## config.mk

```make
export PLATFORM = sky130hd
export DESIGN_NAME = button_direction_conditioner_flat
export DESIGN_NICKNAME = d
export VERILOG_FILES = /design/src/rtl/button_direction_conditioner_pkg.sv /design/src/rtl/button_direction_conditioner_if.sv /design/src/rtl/button_direction_conditioner_debounce_channel.sv /design/src/rtl/button_direction_conditioner.sv /design/src/flat_wrapper.sv
export SDC_FILE = /design/constraint.sdc
export NUM_CORES = 1
export LEC_CHECK = 0
export ABC_AREA = 1
export ABC_CLOCK_PERIOD_IN_PS = 3500
export BUFFER_PORTS_ARGS = -buffer_cell sky130_fd_sc_hd__clkbuf_2
export CAP_MARGIN = 20
export CORE_ASPECT_RATIO = 0.75
export CORE_UTILIZATION = 25
export CTS_BUF_LIST = sky130_fd_sc_hd__clkbuf_2
export CTS_CLUSTER_SIZE = 30
export DETAILED_ROUTE_END_ITERATION = 7
export PLACE_DENSITY = 0.39
export SLEW_MARGIN = 20
export SYNTH_ARGS = -nofsm -noshare
export SYNTH_HDL_FRONTEND = slang
export SYNTH_HIERARCHICAL = 1
export SYNTH_SLANG_ARGS = --single-unit
```

## constraint.sdc

```tcl
create_clock -name Clk -period 3.5 [get_ports Clk]
set_clock_uncertainty 0.15 [all_clocks]
set_input_delay 0.525 -clock Clk [delete_from_list [all_inputs] [get_ports Clk]]
set_output_delay 0.525 -clock Clk [all_outputs]
set_load 0.01 [all_outputs]
```

## src/rtl/button_direction_conditioner_pkg.sv

```systemverilog
// Shared constants for the button direction conditioner.
// Debounce defaults and the Mode input encodings.
package button_direction_conditioner_pkg;

    localparam int DB_CYCLES_DEF = 4;
    localparam int CNT_W_DEF     = 8;

    localparam logic MODE_PULSE = 1'b0;
    localparam logic MODE_LEVEL = 1'b1;

    typedef struct packed {
        logic up;
        logic down;
    } dir_t;

endpackage

```

## src/rtl/button_direction_conditioner_if.sv

```systemverilog
// Button, mode and direction-request signals of the conditioner.
// master drives buttons/mode, slave is the conditioner itself.
interface button_direction_conditioner_if;

    logic BtnUp;
    logic BtnDown;
    logic Mode;
    logic Up;
    logic Down;

    modport master (
        output BtnUp,
        output BtnDown,
        output Mode,
        input  Up,
        input  Down
    );

    modport slave (
        input  BtnUp,
        input  BtnDown,
        input  Mode,
        output Up,
        output Down
    );

endinterface

```

## src/rtl/button_direction_conditioner_debounce_channel.sv

```systemverilog
// One button channel: two-flop synchronizer, debounce counter
// and the debounced level it maintains.
module debounce_channel #(
    parameter int DB_CYCLES = 4,
    parameter int CNT_W     = 8
) (
    input  logic clk,
    input  logic rst,
    input  logic raw,
    output logic level
);

    localparam logic [CNT_W-1:0] CNT_LAST = CNT_W'(DB_CYCLES - 1);

    logic [1:0]       sync_q;
    logic [1:0]       sync_d;
    logic [CNT_W-1:0] cnt_q;
    logic [CNT_W-1:0] cnt_d;
    logic             level_q;
    logic             level_d;

    // Counter clears on any match and on the toggle, so it never wraps.
    always_comb begin
        sync_d  = {sync_q[0], raw};
        cnt_d   = '0;
        level_d = level_q;
        if (sync_q[1] != level_q) begin
            if (cnt_q == CNT_LAST) begin
                level_d = ~level_q;
            end else begin
                cnt_d = cnt_q + CNT_W'(1);
            end
        end
    end

    always_ff @(posedge clk) begin
        if (rst) begin
            sync_q  <= '0;
            cnt_q   <= '0;
            level_q <= 1'b0;
        end else begin
            sync_q  <= sync_d;
            cnt_q   <= cnt_d;
            level_q <= level_d;
        end
    end

    assign level = level_q;

endmodule

```

## src/rtl/button_direction_conditioner.sv

```systemverilog
// Debounces up/down buttons and turns them into registered,
// mutually exclusive Up/Down requests in pulse or level mode.
module button_direction_conditioner
    import button_direction_conditioner_pkg::*;
#(
    parameter int DB_CYCLES = DB_CYCLES_DEF,
    parameter int CNT_W     = CNT_W_DEF
) (
    input logic                           Clk,
    input logic                           South,
    button_direction_conditioner_if.slave io
);

    logic up_lvl;
    logic down_lvl;

    debounce_channel #(
        .DB_CYCLES (DB_CYCLES),
        .CNT_W     (CNT_W)
    ) u_up_ch (
        .clk   (Clk),
        .rst   (South),
        .raw   (io.BtnUp),
        .level (up_lvl)
    );

    debounce_channel #(
        .DB_CYCLES (DB_CYCLES),
        .CNT_W     (CNT_W)
    ) u_down_ch (
        .clk   (Clk),
        .rst   (South),
        .raw   (io.BtnDown),
        .level (down_lvl)
    );

    dir_t lvl;
    dir_t req;
    dir_t prev_q;
    dir_t prev_d;
    dir_t out_q;
    dir_t out_d;

    // History always tracks the level, so a suppressed edge is lost.
    always_comb begin
        lvl.up   = up_lvl;
        lvl.down = down_lvl;
        prev_d   = lvl;
        req      = '0;
        out_d    = '0;
        unique case (io.Mode)
            MODE_LEVEL: req = lvl;
            default:    req = lvl & ~prev_q;
        endcase
        if (!(req.up && req.down)) begin
            out_d = req;
        end
    end

    always_ff @(posedge Clk) begin
        if (South) begin
            prev_q <= '0;
            out_q  <= '0;
        end else begin
            prev_q <= prev_d;
            out_q  <= out_d;
        end
    end

    assign io.Up   = out_q.up;
    assign io.Down = out_q.down;

endmodule

```

## src/flat_wrapper.sv

```systemverilog
// flat-port wrapper written by rule: the top's interface ports become plain ports
module button_direction_conditioner_flat import button_direction_conditioner_pkg::*;
#(
    parameter int DB_CYCLES = DB_CYCLES_DEF,
    parameter int CNT_W     = CNT_W_DEF
)
  (Clk, South, io_BtnUp, io_BtnDown, io_Mode, io_Up, io_Down);
  button_direction_conditioner_if io_i ();
  input logic Clk;
  input logic South;
  input wire logic [$bits(io_i.BtnUp)-1:0] io_BtnUp;
  input wire logic [$bits(io_i.BtnDown)-1:0] io_BtnDown;
  input wire logic [$bits(io_i.Mode)-1:0] io_Mode;
  output wire logic [$bits(io_i.Up)-1:0] io_Up;
  output wire logic [$bits(io_i.Down)-1:0] io_Down;
  assign io_i.BtnUp = io_BtnUp;
  assign io_i.BtnDown = io_BtnDown;
  assign io_i.Mode = io_Mode;
  assign io_Up = io_i.Up;
  assign io_Down = io_i.Down;
  button_direction_conditioner #(.DB_CYCLES(DB_CYCLES), .CNT_W(CNT_W)) u_core (.Clk(Clk), .South(South), .io(io_i));
endmodule
```

==> results.txt, run 1 <==
----------------------------------------------------
[GRT]
  Initial antenna violation count ... 0
  First-pass GRT wire length ... 4.22 mm
  Maximum number of pins on one net before global-route repair ... 16
  Total global routing track utilization ... 10.1%
  Remaining global-route overflow ... 0
  Number of global-route vias before repair ... 998

[Logic synthesis]
  Main flop type after synthesis ... dfxtp_1
  Number of flip-flops and latches in the synthesized netlist ... 26
  Leading cell type by number of instances after synthesis ... nand2_1
  Number of flops mapped to enable cells by yosys ... 0
  Post-synth net total ... 187
  Post-Synthesis Mean Instance Area ... 6.95 um2
  Top cells by count, synth ... 40 x nand2_1, 31 x inv_1, 26 x dfxtp_1
  Library cells used by synthesis ... 15
  Largest cells by area after synthesis ... dfxtp_1 42%, nand2_1 12%, inv_1 9.3%, nand3_1 7.2%, nor2_1 6.0%
  Ys async rst share ... 0%
  Synth Cell Area ... 0.00125 mm2
  Gate count after technology mapping ... 180
  Number of warnings printed during yosys synthesis ... 6
  Proportion of synthesized chip area in sequential cells ... 41.6%
  Fraction of synthesized cell area taken by the top area cell type ... 41.6%
  Library cell occupying the most area in the post-synthesis netlist ... dfxtp_1

[Clock network]
  Gates resized, CTS repair ... 0
  Number of sinks handled by clock tree synthesis ... 26
  Clock tree from TritonCTS ... done
  Clock root cell ... clkbuf_2
  Deepest clock path buffer count ... 2
  Clock latency on the worst-skew pair ... 0.35 ns
  Clock-pin slew on the worst setup and hold paths ... 0.25 ns
  Post-cts hold buffer count ... 0
  TritonCTS buffer count ... 3
  CTS H-tree lvls ... 1
  Post-CTS Repair Setup Buffers ... 0

[Floorplan]
  Die width ... 83.7 um
  Number of standard-cell rows in the floorplan ... 21
  Top-Level Pins ... 7
  Initial core utilization ... 27.1%
  DIE HEIGHT ... 63.3 um
  Floorplan Core Area ... 0.00462 mm2
  Die area ... 0.00529 mm2

[Routing]
  Routed met3 length ... 99 um
  Total via count in the routed design ... 1027
  Number of design-rule violations left by the first detailed-router iteration ... 48
  Detailed-route wire length per cell ... 9.57 um
  Detailed Routing Iterations Pass 1 ... 4
  Met2 Routed Length ... 966 um
  Highest layer used for signal routing ... met4
  DRC violations left ... 0
  Count of nets left with antenna violations after detail routing ... 0
  Final Routed Wirelength ... 2.36 mm
  Via count normalized by instance count ... 4.16
  Total routed wire length on the met1 layer ... 1.28 mm

[Pwr]
  Power Total ... 0.000505 W
  Peak VDD IR ... 175 uV
  Pwr per Cell Area ... 362 mW/mm2
  Static Leak ... 0.607 nW

[Timing]
  Accumulated negative setup slack ... 0 ns
  Setup repair after global routing missed its margin ... no
  Slew Limit Fails ... 0
  Finish-stage setup viols ... 0
  Final cycle utilization of the critical path ... 43.5%
  Count of endpoints failing hold in the final timing report ... 0
  Remaining max-slew budget at the tightest pin ... 82.6%
  Final period demand of the worst path ... 1.52 ns
  Worst-Margin Slew ... 0.259 ns
  Fmax ... 656 MHz

[Worst setup path]
  Critical path data arrival time ... 0.85 ns
  Ordered cell list for the critical path ... clkbuf_2
  CP required ... 2.82 ns
  Classification of the worst setup path ... register to primary output
  WP buf/inv ... 1
  Critical Path Sink Type ... primary output
  Largest fanout on the critical path ... 1
  Kind of cell adding the most delay to the critical path ... flip-flops
  Delay contributed by the slowest stage of the critical path ... 0.38 ns
  Cell type of the slowest stage on the worst timing path ... dfxtp_1
  Nature of the critical path startpoint ... register

[Final layout]
  Final antenna diode count ... 0
  NumNets Final ... 198
  Area of the multi-input gates ... 588 um2
  Layout Area Growth over Synthesis ... 11.7%
  Final cell area excluding filler cells ... 0.00140 mm2
  Share of cells above drive strength 1 ... 22.6%
  Total area of sequential cells ... 520 um2
  Fillers ... 516

[Min path]
  Type of the worst min-delay path ... input port to register

[Placed design]
  Post-detailed-placement half-perimeter wirelength ... 1.89 mm
  I/O Buffers ... 6
  Cell area reported after detailed placement ... 0.00135 mm2
  Weighted congestion at the end of routability-driven global placement ... 0.767

[Outcome]
  Result of the run ... complete, no violations

[Job]
  Max-capacitance violation count ... 0

----------------------------------------------------
[path summary, 6_finish.rpt]
kind	slack (ns)	depth (start not counted)	from	to
min reg2reg	0.27	2	u_core/u_down_ch/sync_q[0]$_SDFF_PP0_	u_core/u_down_ch/sync_q[1]$_SDFF_PP0_
max reg2reg	2.07	6	u_core/u_up_ch/cnt_q[0]$_SDFF_PP0_	u_core/u_up_ch/cnt_q[6]$_SDFF_PP0_
max	1.98	1	u_core/io.Up$_SDFF_PP0_	io_Up
min	0.17	3	io_BtnUp	u_core/u_up_ch/sync_q[0]$_SDFF_PP0_
[registers in the layout, indices dropped and copies added, names as in the netlist]
name,cells
u_core/u_down_ch/sync_q,2
u_core/io.Up,1
u_core/u_up_ch/sync_q,2
u_core/u_down_ch/cnt_q,8
u_core/io.Down,1
u_core/u_up_ch/cnt_q,8
u_core/prev_q,2
u_core/u_up_ch/level,1
u_core/u_down_ch/level,1
[per-stage QoR]
| step | utilization, % | worst slack [ns] | std cells | hold WS (ns) |
|---|---|---|---|---|
| 2_1_floorplan | - | 2.24 | 180 | 0.238 |
| 3_3_place_gp | 29.2 | 2.10 | 243 | 0.245 |
| 3_5_place_dp | 29.2 | 2.07 | 243 | 0.249 |
| 4_1_cts | 30.2 | 1.93 | 247 | 0.140 |
| 5_1_grt | 30.2 | 1.89 | 247 | 0.125 |
| 6_report | 30.2 | 1.98 | 247 | 0.169 |
[routing by layer]
metal | global-route usage, % | vias to the layer above
met5 | 0 | -
met4 | 2.97 | 0
met3 | 3.41 | 2
met2 | 16.1 | 17
met1 | 12.9 | 442
li1 | - | 566
[final cells by class]
type                       count  share of cell area (%)
inverter                      38                    10.2
tap                           57                    5.10
clock inverter                 1                    2.15
sequential                    26                    37.2
timing repair buffer           6                    2.15
multi-input combinational    116                    42.1
clock buffer                   3                    1.07
[placed cells by master (no fill, tap or decap)]
cell       netlist  routed
clkbuf_2         0       9
ha_1             2       2
nor2_2          12      12
a21oi_1          2       2
nor2_1          20      20
or2_1            2       2
nand2_2          4       4
bufinv_16        0       1
inv_1           31      31
nand2_1         40      40
a21oi_2          8       8
dfxtp_1         26      26
nand3_1         18      18
nand2_4          2       2
inv_2            7       7
nand4_1          2       2
o21ai_0          4       4
[cell families after synthesis]
group	Yosys count	synth area share [%]
and+or+nand+nor	100	37.0
buffers and inverters	38	11.4
AOI/OAI and AO/OA	14	8.00
adders and majority gates	2	2.00
DFF	26	41.6
[power by group]
part           total [W]  internal (W)  switching, W
sequential      0.000302      0.000300    0.00000155
combinational  0.0000136    0.00000486    0.00000876
clock           0.000190     0.0000983     0.0000921
No activity file was read; power rests on OpenSTA's default activity.
==> inputs of run 2 (changes only) <==
--- a/config.mk
+++ b/config.mk
@@ -6,7 +6,7 @@
 export NUM_CORES = 1
 export LEC_CHECK = 0
 export ABC_AREA = 1
-export ABC_CLOCK_PERIOD_IN_PS = 3500
+export ABC_CLOCK_PERIOD_IN_PS = 1300
 export BUFFER_PORTS_ARGS = -buffer_cell sky130_fd_sc_hd__clkbuf_2
 export CAP_MARGIN = 20
 export CORE_ASPECT_RATIO = 0.75
@@ -14,7 +14,7 @@
 export CTS_BUF_LIST = sky130_fd_sc_hd__clkbuf_2
 export CTS_CLUSTER_SIZE = 30
 export DETAILED_ROUTE_END_ITERATION = 7
-export PLACE_DENSITY = 0.39
+export PLACE_DENSITY = 0.41
 export SLEW_MARGIN = 20
 export SYNTH_ARGS = -nofsm -noshare
 export SYNTH_HDL_FRONTEND = slang
==> constraint.sdc (replaced) <==
create_clock -name Clk -period 1.3 [get_ports Clk]
set_clock_uncertainty 0.15 [all_clocks]
set_input_delay 0.195 -clock Clk [delete_from_list [all_inputs] [get_ports Clk]]
set_output_delay 0.195 -clock Clk [all_outputs]
set_load 0.01 [all_outputs]
==> results.txt, run 2 (synthesis gave the netlist of run 1 again) <==
----------------------------------------------------
[GRT]
  Met3 usage in global routing ... 3.93% (was 3.41%)
  M2 GR Usage ... 16.3% (was 16.1%)
  Initial antenna violation count ... 0 (unchanged)
  Remaining global-route overflow ... 0 (unchanged)
  Global routing usage on met1 ... 13.5% (was 12.9%)
  First-pass GRT wire length ... 4.39 mm (was 4.22 mm)
  Maximum number of pins on one net before global-route repair ... 15 (was 16)
  Number of global-route vias before repair ... 1022 (was 998)
  Most used routing layer ... met2 (unchanged)
  Total global routing track utilization ... 10.4% (was 10.1%)

[Pwr]
  Peak VDD IR ... 314 uV (was 175 uV)
  Pwr per Cell Area ... 763 mW/mm2 (was 362 mW/mm2)
  Static Leak ... 0.648 nW (was 0.607 nW)

[Timing]
  Final period demand of the worst path ... 1.24 ns
  Fmax ... 808 MHz
  Slew Limit Fails ... 0 (unchanged)
  Remaining max-slew budget at the tightest pin ... 84.6% (was 82.6%)
  Final cycle utilization of the critical path ... 95.2%
  Count of endpoints failing hold in the final timing report ... 0 (unchanged)
  Finish-stage setup viols ... 0 (unchanged)
  Setup repair after global routing missed its margin ... no (unchanged)
  Worst-Margin Slew ... 0.228 ns (was 0.259 ns)

[Floorplan]
  Initial core utilization ... 27.1% (unchanged)
  Die area ... 0.00529 mm2 (unchanged)
  DIE HEIGHT ... 63.3 um (unchanged)
  Die width ... 83.7 um (unchanged)
  Top-Level Pins ... 7 (unchanged)
  Number of standard-cell rows in the floorplan ... 21 (unchanged)
  Floorplan Core Area ... 0.00462 mm2 (unchanged)

[Final layout]
  Commonest cells after routing, fill and taps aside ... 39 x nand2_1, 31 x inv_1, 22 x dfxtp_1 (was 40 x nand2_1, 31 x inv_1, 26 x dfxtp_1)
  Area of the multi-input gates ... 648 um2 (was 588 um2)
  Total area of sequential cells ... 526 um2 (was 520 um2)
  Core occupancy in the finished layout ... 33.3% (was 30.2%)
  Share of cells above drive strength 1 ... 27.9% (was 22.6%)
  Final antenna diode count ... 0 (unchanged)
  Layout Area Growth over Synthesis ... 23.0% (was 11.7%)
  Final cell area excluding filler cells ... 0.00154 mm2 (was 0.00140 mm2)
  Leading registers by flop count ... u_core/u_down_ch/cnt_q: 8 flops, u_core/u_up_ch/cnt_q: 8 flops (unchanged)
  NumNets Final ... 209 (was 198)
  Commonest non-fill, non-tap cell in the layout ... nand2_1 (unchanged)
  Fillers ... 514 (was 516)

[Worst setup path]
  Largest fanout on the critical path ... 1 (unchanged)
  RR Endpoint ... u_core/u_down_ch/cnt_q[6]$_SDFF_PP0_ (was u_core/u_up_ch/cnt_q[6]$_SDFF_PP0_)
  Critical Path Sink Type ... register (was primary output)
  Nature of the critical path startpoint ... input port (was register)
  Classification of the worst setup path ... input port to register (was register to primary output)
  Source of the worst register-to-register timing path ... u_core/u_down_ch/cnt_q[0]$_SDFF_PP0_ (was u_core/u_up_ch/cnt_q[0]$_SDFF_PP0_)
  Worst r2r path cells ... 6 (unchanged)
  Critical path data arrival time ... 1.36 ns (was 0.85 ns)
  CP required ... 1.42 ns (was 2.82 ns)
  Setup slack, reg-to-reg ... 0.07 ns (was 2.07 ns)

[Clock network]
  Clock-pin slew on the worst setup and hold paths ... 0.23 ns (was 0.25 ns)
  Deepest clock path buffer count ... 2 (unchanged)
  Number of sinks handled by clock tree synthesis ... 26 (unchanged)
  CTS H-tree lvls ... 1 (unchanged)
  TritonCTS buffer count ... 3 (unchanged)
  Clock latency on the worst-skew pair ... 0.35 ns (about the same)
  Clock tree from TritonCTS ... done (unchanged)
  Clock root cell ... clkbuf_2 (unchanged)

[Routing]
  DRC violations left ... 0 (unchanged)
  Total via count in the routed design ... 1090 (was 1027)
  Final Routed Wirelength ... 2.45 mm (was 2.36 mm)
  Detailed-route wire length per cell ... 9.50 um (was 9.57 um)
  Number of design-rule violations left by the first detailed-router iteration ... 60 (was 48)
  Via count normalized by instance count ... 4.22 (was 4.16)
  Count of nets left with antenna violations after detail routing ... 0 (unchanged)
  Detailed Routing Iterations Pass 1 ... 4 (unchanged)

[Placed design]
  I/O Buffers ... 6 (unchanged)
  Weighted congestion at the end of routability-driven global placement ... 0.774 (was 0.767)
  Cell area reported after detailed placement ... 0.00138 mm2 (was 0.00135 mm2)
  Post-detailed-placement half-perimeter wirelength ... 1.81 mm (was 1.89 mm)

[Outcome]
  Result of the run ... complete, no violations (unchanged)

[Min path]
  Number of cells on the worst hold path ... 5 (was 3)
  Type of the worst min-delay path ... input port to register (unchanged)
  Launch instance of the worst min-delay path ... South (was io_BtnUp)
  End of the worst hold path ... u_core/io.Down$_SDFF_PP0_ (was u_core/u_up_ch/sync_q[0]$_SDFF_PP0_)

[Job]
  Max-capacitance violation count ... 0 (unchanged)

----------------------------------------------------
run 2: changes by cell type in the layout (fill, tap and decap cells not counted), sizes merged:
cell         previous run  this run
clkbuf                  9         8
clkinv                  0         1
bufinv                  1         0
dlygate4sd3             0         7
buf                     0         5
run 2: worst max-delay path: stages:
cell,delay (ns)
dlygate4sd3_1,0.54
inv_1,0.06
nor2_1,0.03
dlygate4sd3_1,0.53
run 2: area by class of cell:
type	instances	share of cell area [%]
Multi-Input combinational cell	116	42.1
Sequential cell	26	34.1
Inverter	38	9.27
Timing Repair Buffer	17	8.62
Tap cell	57	4.63
Clock buffer	3	0.976
Clock inverter	1	0.244
run 2: layer usage:
layer	up-vias	wire length, um
met5	-	0
met4	0	19
met3	2	105
met2	14	1040
met1	486	1290
li1	588	-
run 2: through the flow:
step                worst slack (ns)  hold WS [ns]  cells  total power, W  TNS [ns]
floorplan                     0.0395         0.116    180        0.000849         0
global placement              0.0345         0.245    246        0.000868         0
detailed placement           -0.0192         0.256    246        0.000869   -0.0816
CTS                          0.00452        0.0463    259         0.00121         0
global route                 0.00478        0.0718    258         0.00125         0
finish                        0.0623        0.0814    258         0.00117         0
run 2: worst max-delay path by stage:
stage	cells past startpoint	slack [ns]	start	to
floorplan	6	0.04	u_core/u_down_ch/cnt_q[0]$_SDFF_PP0_	u_core/u_down_ch/cnt_q[6]$_SDFF_PP0_
global placement	6	0.03	u_core/u_down_ch/cnt_q[1]$_SDFF_PP0_	u_core/u_down_ch/cnt_q[6]$_SDFF_PP0_
detailed placement	6	-0.02	u_core/u_down_ch/cnt_q[1]$_SDFF_PP0_	u_core/u_down_ch/cnt_q[6]$_SDFF_PP0_
CTS	6	0.005	u_core/u_up_ch/cnt_q[0]$_SDFF_PP0_	u_core/u_up_ch/cnt_q[6]$_SDFF_PP0_
global route	7	0.005	u_core/u_up_ch/cnt_q[0]$_SDFF_PP0_	u_core/u_up_ch/cnt_q[5]$_SDFF_PP0_
finish	4	0.06	io_BtnDown	u_core/u_down_ch/sync_q[0]$_SDFF_PP0_
run 2: repair_timing:
action	4_1_cts	5_1_grt
setup endpoints to repair	14	19
resized for setup	5	13
hold buffers	7	0
buffers inserted	2	0
pin swaps	0	4
endpoints found under the hold margin	10	0
cloned	0	0
run 2: report_power, final:
| part | internal (W) | leakage (nW) | switching, W |
|---|---|---|---|
| registers | 0.000807 | 0.212 | 0.00000429 |
| clock network | 0.0000668 | 0.0140 | 0.000236 |
| logic | 0.0000299 | 0.422 | 0.0000296 |
==> inputs of run 3 (changes only) <==
--- a/config.mk
+++ b/config.mk
@@ -14,6 +14,7 @@
 export CTS_BUF_LIST = sky130_fd_sc_hd__clkbuf_2
 export CTS_CLUSTER_SIZE = 30
 export DETAILED_ROUTE_END_ITERATION = 7
+export MAX_ROUTING_LAYER = met4
 export PLACE_DENSITY = 0.41
 export SLEW_MARGIN = 20
 export SYNTH_ARGS = -nofsm -noshare
==> results.txt, run 3 (synthesis gave the netlist of run 1 again) <==
----------------------------------------------------
[Outcome]
  Result of the run ... complete, no violations (unchanged)

[Routing]
  Number of design-rule violations left by the first detailed-router iteration ... 59 (was 60)
  Via count normalized by instance count ... 4.23 (was 4.22)
  Detailed-route wire length per cell ... 9.48 um (was 9.50 um)
  Total via count in the routed design ... 1091 (was 1090)
  Final Routed Wirelength ... 2.45 mm (about the same)
  Detailed Routing Iterations Pass 1 ... 4 (unchanged)
  DRC violations left ... 0 (unchanged)
  Count of nets left with antenna violations after detail routing ... 0 (unchanged)

[Worst setup path]
  Classification of the worst setup path ... input port to register (unchanged)
  Critical Path Sink Type ... register (unchanged)
  Critical path data arrival time ... 1.36 ns (about the same)
  Largest fanout on the critical path ... 1 (unchanged)
  CP required ... 1.42 ns (about the same)
  Nature of the critical path startpoint ... input port (unchanged)
  Worst r2r path cells ... 6 (unchanged)

[Timing]
  Count of endpoints failing hold in the final timing report ... 0 (unchanged)
  Final cycle utilization of the critical path ... 95.1% (was 95.2%)
  Setup repair after global routing missed its margin ... no (unchanged)
  Finish-stage setup viols ... 0 (unchanged)
  Final period demand of the worst path ... 1.24 ns (about the same)
  Fmax ... 809 MHz (was 808 MHz)
  Remaining max-slew budget at the tightest pin ... 84.6% (unchanged)
  Worst-Margin Slew ... 0.228 ns (about the same)
  Slew Limit Fails ... 0 (unchanged)

[Clock network]
  Clock tree from TritonCTS ... done (unchanged)
  CTS H-tree lvls ... 1 (unchanged)
  Number of sinks handled by clock tree synthesis ... 26 (unchanged)
  Clock-pin slew on the worst setup and hold paths ... 0.23 ns (about the same)
  Deepest clock path buffer count ... 2 (unchanged)
  Clock latency on the worst-skew pair ... 0.35 ns (about the same)
  TritonCTS buffer count ... 3 (unchanged)
  Clock root cell ... clkbuf_2 (unchanged)

[Min path]
  Number of cells on the worst hold path ... 5 (unchanged)
  Type of the worst min-delay path ... input port to register (unchanged)

[Final layout]
  Commonest cells after routing, fill and taps aside ... 39 x nand2_1, 31 x inv_1, 22 x dfxtp_1 (unchanged)
  Layout Area Growth over Synthesis ... 23.0% (unchanged)
  NumNets Final ... 209 (unchanged)
  Leading registers by flop count ... u_core/u_down_ch/cnt_q: 8 flops, u_core/u_up_ch/cnt_q: 8 flops (unchanged)
  Final cell area excluding filler cells ... 0.00154 mm2 (unchanged)
  Share of cells above drive strength 1 ... 27.9% (unchanged)
  Commonest non-fill, non-tap cell in the layout ... nand2_1 (unchanged)
  Fillers ... 514 (unchanged)
  Final antenna diode count ... 0 (unchanged)
  Core occupancy in the finished layout ... 33.3% (unchanged)

[GRT]
  Maximum number of pins on one net before global-route repair ... 15 (unchanged)
  Total global routing track utilization ... 10.7% (was 10.4%)
  Initial antenna violation count ... 0 (unchanged)
  Remaining global-route overflow ... 0 (unchanged)
  First-pass GRT wire length ... 4.40 mm (was 4.39 mm)
  Number of global-route vias before repair ... 1021 (was 1022)

[Floorplan]
  Floorplan Core Area ... 0.00462 mm2 (unchanged)
  DIE HEIGHT ... 63.3 um (unchanged)
  Top-Level Pins ... 7 (unchanged)
  Die area ... 0.00529 mm2 (unchanged)
  Initial core utilization ... 27.1% (unchanged)
  Number of standard-cell rows in the floorplan ... 21 (unchanged)
  Die width ... 83.7 um (unchanged)

[Job]
  Max-capacitance violation count ... 0 (unchanged)

[Placed design]
  I/O Buffers ... 6 (unchanged)
  Weighted congestion at the end of routability-driven global placement ... 0.784 (was 0.774)
  Cell area reported after detailed placement ... 0.00138 mm2 (unchanged)
  Post-detailed-placement half-perimeter wirelength ... 1.81 mm (unchanged)

[Pwr]
  Net switching power ... 0.000270 W (about the same)
  Static Leak ... 0.648 nW (unchanged)
  Internal power ... 0.000904 W (about the same)
  Peak VDD IR ... 314 uV (about the same)
  Pwr per Cell Area ... 763 mW/mm2 (about the same)
  Share of power burned in registers ... 69.1% (was 69.2%)
  Switching share of total power ... 23.0% (about the same)
  Power Total ... 0.00117 W (about the same)
  Combinational share of power ... 5.1% (about the same)
  Part of the total power dissipated in the clock network ... 25.8% (about the same)

----------------------------------------------------
run 3: cell counts in the layout (fill, tap and decap cells not counted):
No cell type changed its count.
run 3: repair_timing:
| item | CTS | global route |
|---|---|---|
| setup endpoints to repair | 14 | 19 |
| hold buffers | 7 | 0 |
| resized for setup | 5 | 13 |
| setup buffers | 2 | 0 |
| pin swaps | 0 | 4 |
| endpoints found under the hold margin | 10 | 0 |
run 3: power by group through the flow:
stage                     Sequential [W]  Clock (W)  Combinational (W)
after floorplan                 0.000825          0          0.0000236
after CTS                       0.000812   0.000338          0.0000607
after detailed placement        0.000825          0          0.0000439
final                           0.000812   0.000303          0.0000595
after global routing            0.000814   0.000364          0.0000671
after global placement          0.000826          0          0.0000424
run 3: worst max-delay path, stage by stage:
cell and delay [ns]:
dlygate4sd3_1 0.54, inv_1 0.06, nor2_1 0.03, dlygate4sd3_1 0.53
run 3: path summary, 6_finish.rpt:
path	from	end	slack (ns)
worst max-delay path	io_BtnDown	u_core/u_down_ch/sync_q[0]$_SDFF_PP0_	0.06
worst min-delay path	South	u_core/io.Down$_SDFF_PP0_	0.08
worst max register to register	u_core/u_up_ch/cnt_q[0]$_SDFF_PP0_	u_core/u_up_ch/cnt_q[6]$_SDFF_PP0_	0.07
worst min register to register	u_core/u_down_ch/sync_q[0]$_SDFF_PP0_	u_core/u_down_ch/sync_q[1]$_SDFF_PP0_	0.28
run 3: stage by stage:
stage | instances | hold WS [ns] | setup WS (ns) | TNS, ns
finish | 258 | 0.0805 | 0.0632 | 0
global route | 258 | 0.0718 | 0.00478 | 0
CTS | 259 | 0.0463 | 0.00452 | 0
detailed placement | 246 | 0.256 | -0.0192 | -0.0816
global placement | 246 | 0.245 | 0.0345 | 0
floorplan | 180 | 0.116 | 0.0395 | 0
run 3: routing by layer:
layer | global-route usage, % | routed length, um
met5 | - | 0
met4 | 2.54 | 19
met3 | 3.93 | 100
met2 | 16.3 | 1040
met1 | 13.6 | 1290
run 3: final cells by class:
class / instances / area (um2) / area share (%)
timing repair buffer: 17 / 133 / 8.62
multi-input combinational: 116 / 648 / 42.1
clock buffer: 3 / 15.0 / 0.976
clock inverter: 1 / 3.75 / 0.244
tap: 57 / 71.3 / 4.63
sequential: 26 / 526 / 34.1
inverter: 38 / 143 / 9.27
